===== src/rtl/frog_session_ctrl.sv =====
// Purpose : Frogger game-session FSM (IDLE/RUNNING/DYING/GAME_OVER) with lives, BCD level and death flash.
// Latency : 1 cycle from sampled input to registered outputs.
// Backpressure: none; inputs are sampled every cycle and outputs are plain registered levels/pulses.
//
// Ports:
//   i_Clk, i_Reset (async, active-high)
//   i_Start        - ANDed debounced switches, rising-edge detected
//   i_Has_Collided - frog overlaps a car (level)
//   i_Level_Up     - frog reached the top row, rising-edge detected
//   o_Game_Active  - high only in RUNNING
//   o_State        - 0=IDLE 1=RUNNING 2=DYING 3=GAME_OVER
//   o_Lives, o_Level_Ones/Tens, o_Respawn (1-cycle on DYING->RUNNING), o_Death_Flash
//   o_Best_Ones/Tens - best level reached; only live when FROG_SESSION_HIGH_SCORE_EN is defined
module frog_session_ctrl #(
    parameter int C_LIVES_INI    = 3,
    parameter int C_DEATH_CYCLES = 25_000_000,
    parameter int C_FLASH_CYCLES = 3_125_000
) (
    input  logic       i_Clk,
    input  logic       i_Reset,
    input  logic       i_Start,
    input  logic       i_Has_Collided,
    input  logic       i_Level_Up,
    output logic       o_Game_Active,
    output logic [1:0] o_State,
    output logic [1:0] o_Lives,
    output logic [3:0] o_Level_Ones,
    output logic [3:0] o_Level_Tens,
    output logic       o_Respawn,
    output logic       o_Death_Flash,
    output logic [3:0] o_Best_Ones,
    output logic [3:0] o_Best_Tens
);

    typedef enum logic [1:0] {
        ST_IDLE      = 2'd0,
        ST_RUNNING   = 2'd1,
        ST_DYING     = 2'd2,
        ST_GAME_OVER = 2'd3
    } state_t;

    localparam int DW = $clog2(C_DEATH_CYCLES);
    // A one-cycle flash half-period still needs a 1-bit counter to exist.
    localparam int FW = (C_FLASH_CYCLES > 1) ? $clog2(C_FLASH_CYCLES) : 1;
    localparam logic [DW-1:0] DEATH_LAST = DW'(C_DEATH_CYCLES - 1);
    localparam logic [FW-1:0] FLASH_LAST = FW'(C_FLASH_CYCLES - 1);
    localparam logic [1:0]    LIVES_INI  = 2'(C_LIVES_INI);

    state_t          state_q, state_d;
    logic [1:0]      lives_q, lives_d;
    logic [3:0]      ones_q, ones_d, tens_q, tens_d;
    logic [DW-1:0]   death_cnt_q, death_cnt_d;
    logic [FW-1:0]   flash_cnt_q, flash_cnt_d;
    logic            flash_q, flash_d;
    logic            respawn_q, respawn_d;
    logic            active_q, active_d;
    logic            start_prev_q, lvl_prev_q;

    logic start_edge, lvl_edge, death_done, level_max;

    assign start_edge = i_Start & ~start_prev_q;
    assign lvl_edge   = i_Level_Up & ~lvl_prev_q;
    assign death_done = (death_cnt_q == DEATH_LAST);
    assign level_max  = (tens_q == 4'd9) && (ones_q == 4'd9);

    // State and datapath registers
    always_ff @(posedge i_Clk or posedge i_Reset) begin
        if (i_Reset) begin
            state_q      <= ST_IDLE;
            lives_q      <= 2'd0;
            ones_q       <= 4'd0;
            tens_q       <= 4'd0;
            death_cnt_q  <= '0;
            flash_cnt_q  <= '0;
            flash_q      <= 1'b0;
            respawn_q    <= 1'b0;
            active_q     <= 1'b0;
            start_prev_q <= 1'b0;
            lvl_prev_q   <= 1'b0;
        end else begin
            state_q      <= state_d;
            lives_q      <= lives_d;
            ones_q       <= ones_d;
            tens_q       <= tens_d;
            death_cnt_q  <= death_cnt_d;
            flash_cnt_q  <= flash_cnt_d;
            flash_q      <= flash_d;
            respawn_q    <= respawn_d;
            active_q     <= active_d;
            start_prev_q <= i_Start;
            lvl_prev_q   <= i_Level_Up;
        end
    end

    // Next-state logic
    always_comb begin
        state_d = state_q;
        case (state_q)
            ST_IDLE:      if (start_edge) state_d = ST_RUNNING;
            ST_RUNNING:   if (i_Has_Collided) state_d = ST_DYING;
            // Lives were already decremented on entry, so 0 here means the last life is gone.
            ST_DYING:     if (death_done) state_d = (lives_q == 2'd0) ? ST_GAME_OVER : ST_RUNNING;
            ST_GAME_OVER: if (start_edge) state_d = ST_IDLE;
            default:      state_d = ST_IDLE;
        endcase
    end

    // Output / datapath next values (registered above)
    always_comb begin
        lives_d     = lives_q;
        ones_d      = ones_q;
        tens_d      = tens_q;
        death_cnt_d = death_cnt_q;
        flash_cnt_d = flash_cnt_q;
        flash_d     = 1'b0;
        respawn_d   = 1'b0;
        active_d    = (state_d == ST_RUNNING);
        case (state_q)
            ST_IDLE: begin
                if (start_edge) begin
                    lives_d = LIVES_INI;
                    ones_d  = 4'd0;
                    tens_d  = 4'd0;
                end
            end
            ST_RUNNING: begin
                // Collision has priority: a simultaneous level-up is dropped.
                if (i_Has_Collided) begin
                    lives_d     = lives_q - 2'd1;
                    death_cnt_d = '0;
                    flash_cnt_d = '0;
                    flash_d     = 1'b1;
                end else if (lvl_edge && !level_max) begin
                    if (ones_q == 4'd9) begin
                        ones_d = 4'd0;
                        tens_d = tens_q + 4'd1;
                    end else begin
                        ones_d = ones_q + 4'd1;
                    end
                end
            end
            ST_DYING: begin
                if (death_done) respawn_d = (lives_q != 2'd0);
                else            death_cnt_d = death_cnt_q + 1'b1;
                if (flash_cnt_q == FLASH_LAST) begin
                    flash_cnt_d = '0;
                    flash_d     = ~flash_q;
                end else begin
                    flash_cnt_d = flash_cnt_q + 1'b1;
                    flash_d     = flash_q;
                end
            end
            ST_GAME_OVER: begin
                if (start_edge) begin
                    ones_d = 4'd0;
                    tens_d = 4'd0;
                end
            end
            default: ;
        endcase
        // Flash is only visible while dying; this also clears it on the exit cycle.
        if (state_d != ST_DYING) flash_d = 1'b0;
    end

    assign o_State       = state_q;
    assign o_Game_Active = active_q;
    assign o_Lives       = lives_q;
    assign o_Level_Ones  = ones_q;
    assign o_Level_Tens  = tens_q;
    assign o_Respawn     = respawn_q;
    assign o_Death_Flash = flash_q;

`ifdef FROG_SESSION_HIGH_SCORE_EN
    logic [3:0] best_ones_q, best_tens_q;

    // BCD digit pairs compare correctly as a plain 8-bit number (tens in the high nibble).
    always_ff @(posedge i_Clk or posedge i_Reset) begin
        if (i_Reset) begin
            best_ones_q <= 4'd0;
            best_tens_q <= 4'd0;
        end else if (state_q == ST_DYING && state_d == ST_GAME_OVER &&
                     {tens_q, ones_q} > {best_tens_q, best_ones_q}) begin
            best_ones_q <= ones_q;
            best_tens_q <= tens_q;
        end
    end

    assign o_Best_Ones = best_ones_q;
    assign o_Best_Tens = best_tens_q;
`else
    assign o_Best_Ones = 4'd0;
    assign o_Best_Tens = 4'd0;
`endif

endmodule


===== config.mk =====
export PLATFORM = sky130hd
export DESIGN_NAME = frog_session_ctrl
export DESIGN_NICKNAME = d
export VERILOG_FILES = /design/src/rtl/frog_session_ctrl.sv
export SDC_FILE = /design/constraint.sdc
export NUM_CORES = 1
export LEC_CHECK = 0
export ABC_AREA = 1
export CORE_UTILIZATION = 55
export DETAILED_ROUTE_END_ITERATION = 8
export GPL_TIMING_DRIVEN = 0
export PLACE_DENSITY = 0.75
export RECOVER_POWER = 100
export SLEW_MARGIN = 20
export SYNTH_ARGS = -nofsm -noshare
export SYNTH_HDL_FRONTEND = slang
export SYNTH_SLANG_ARGS = --single-unit

===== constraint.sdc =====
create_clock -name i_Clk -period 4.96 [get_ports i_Clk]
set_clock_uncertainty 0.05 [all_clocks]
set_input_delay 1.488 -clock i_Clk [delete_from_list [all_inputs] [get_ports i_Clk]]
set_output_delay 1.488 -clock i_Clk [all_outputs]
set_load 0.05 [all_outputs]

==> flow_summary.yaml <==
run_status:
  status: "completed"
setup_path:
  reg2reg_depth: 10
  r2r-start: "o_State[0]"
  crit_top_cell: "nor2_1"
  slowest_stage: "dlygate4sd3_1"
  path_delay_family: "simple AND/OR/NAND/NOR gates"
  crit_cells: 9
  crit_chain: "dlygate4sd3_1, nand2_1, o21ai_0, clkinvlp_2, nor2_1, nand2_2, nor2_1, nand3_2, a21oi_1"
  arrival_ps: 3870
  critPathMaxStageDelay_ps: 580
  crit_required_ps: 5170
  critPathLaunchType: "primary input"
  path_class: "in -> reg"
  worstPathMaxFanout: 5
  worstSetupEndpointType: "flop"
  critPathLaunch: "i_Has_Collided"
  crit_buf_inv: 2
timing:
  slew_headroom_pct: 33.5
  tightest_slew_ps: 993
  fin_crit_sh_pct: 73.7
  rsz0062_at_grt: "false"
  setup_viol: 0
  fin_setup_tns_ps: 0
  slew_viol_final: 0
  fmax_ghz: 0.274
  final-hold-violation-count: 0
  fin_crit_ps: 3650
synth:
  synth_top_area_share_pct: 38.6
  synth_area_mm2: 0.00414
  synth_area_leaders: "dfrtp_1 (39%), nand2_1 (12%), inv_1 (5.8%)"
  ys_types: 43
  seq_area_frac_synth_pct: 38.6
  synth-edff-count: 0
  yosys.area.top_type: "dfrtp_1"
  postSynthAreaPerCell_um2: 7.66
  ys_warn_count: 0
  synth_ff_type: "dfrtp_1"
  synthArstFlopShare_pct: 100
  ys_ff_latch: 64
  synthCells: 541
power_and_ir_drop:
  p_leak_nw: 2.14
  total_power_w: 0.00198
  ir_drop_mv: 0.336
  powerDensity_mw_per_mm2: 426
layout:
  finalNetCount: 597
  diodes: 0
  most-common-layout-cells: "nand2_1 (134), dfrtp_1 (64), inv_1 (63)"
  area_delta_synth_final_pct: 11.9
  layout-drive-gt1-share_pct: 10.1
  layout_commonest_cell: "nand2_1"
min_path:
  min_path_type: "reg -> reg"
  whs_path_depth: 2
  hold_start: "flash_cnt_q[1]"
grt:
  grt_max_degree: 47
  antenna_found_initial: 0
  grt_pass1_vias: 3323
  grt.total_usage_pct: 24.6
  globalRoute.totalOverflow: 0
  grt_pass1_wl_mm: 15.0
die:
  rows: 31
  die-area_mm2: 0.00789
  die_y_um: 88.8
  num_io_pins: 28
  dieWidth_um: 88.8
  coreArea_mm2: 0.00725
  start_util_pct: 57.1
placed_design:
  place_congestion: 0.927
  post-dp-hpwl_mm: 6.72
  port_buffers: 19
clock_tree:
  cts_max_level: 3
  root_buffer: "clkbuf_8"
  cts_hold_buf: 0
  cts_max_path_buffers: 2
  clk_pin_slew_ps: 80
  insertion_delay_ps: 340
  cts_tree: "built"
  cts_buffers: 9
  cts_resized: 0
  cts_setup_buffers: 0
  clock_sinks: 64
route:
  antenna_left: 0
  vias: 3686
  drc: 0
  wl_mm: 9.16
  avgViaCountPerCell: 5.40
  drt_iter0_drc: 185
  drtPass1Iterations: 5
  avgRoutedWirePerCell_um: 13.4
flow_run:
  drv_cap: 0
==> through the flow <==
stage | hold WS (ps) | std cells | instance area (um^2) | setup slack (ps) | utilization (%)
finish | 481 | 683 | 4640 | 1310 | 63.9
global route | 514 | 683 | 4640 | 1090 | 63.9
CTS | 486 | 683 | 4770 | 1720 | 65.7
detailed placement | 461 | 667 | 4510 | 1810 | 62.2
global placement | 455 | 666 | 4480 | 636 | 61.8
floorplan | 424 | 548 | 4170 | 1820 | -
==> state kept, by name, summed over array words and instances (netlist names) <==
register,flops
o_Death_Flash,1
o_State,2
start_prev_q,1
o_Respawn,1
lvl_prev_q,1
flash_cnt_q,22
o_Level_Tens,4
death_cnt_q,25
o_Game_Active,1
o_Level_Ones,4
o_Lives,2
==> kinds of logic after synthesis <==
family	after synthesis	synth area share [%]
AOI/OAI and AO/OA	71	10.9
xor gates and xnor gates	13	2.75
adders and majority gates	13	3.93
buffers and inverters	84	9.30
DFF	64	38.6
other	1	0.0905
and+or+nand+nor	295	34.4
==> final timing paths <==
kind / slack, ps / end
worst max-delay path: 1310 / flash_cnt_q[19]
worst min-delay path: 480 / flash_cnt_q[1]
worst max register to register: 1910 / flash_cnt_q[19]
worst min register to register: 480 / flash_cnt_q[1]
max in group asynchronous: 2440 / death_cnt_q[10]
min in group asynchronous: 1730 / death_cnt_q[9]
==> Yosys cell counts (3+ instances only) <==
cell type  instances
a21oi_1           18
buf_4              9
buf_6              4
dfrtp_1           64
ha_1              13
inv_1             64
inv_2              3
nand2_1          131
nand2_2            4
nand3_1           39
nand3_2            8
nand4_1           14
nand4_2            8
nor2_1            59
nor2_4             4
nor3_1            16
nor3b_1            3
o21ai_0           21
o21ai_1            3
o21ai_2           13
o31ai_1            4
or2_2              4
xor2_1            11
==> worst min-delay path, delay by kind of cell (launching register included) <==
family	cells	cell delay (ps)
flops	1	380
simple gates	2	120
==> layer usage <==
layer / part of all wire, % / global-route usage (%) / vias up
li1: - / - / 1837
met1: 47 / 33.3 / 1745
met2: 48 / 40.0 / 90
met3: 3.8 / 3.36 / 14
met4: 1.7 / 9.82 / 0
met5: 0 / 0 / -
==> layout make-up <==
| cell class | instances | area, um^2 |
|---|---|---|
| plain buffers | 15 | 87.6 |
| well taps | 99 | 124 |
| multi-input cells | 400 | 2090 |
| inverters | 69 | 263 |
| clock inverters | 6 | 115 |
| flip-flops and latches | 64 | 1600 |
| repair buffers | 20 | 218 |
| clock buffers | 10 | 138 |
| fillers | 664 | 2620 |
==> power by group <==
part           leakage (nW)  internal [W]  switching [W]
clock                 0.123      0.000350       0.000216
combinational          1.15      0.000210       0.000549
sequential            0.870      0.000582      0.0000697
total                  2.14       0.00114       0.000834
(Power assumes the default switching activity.)
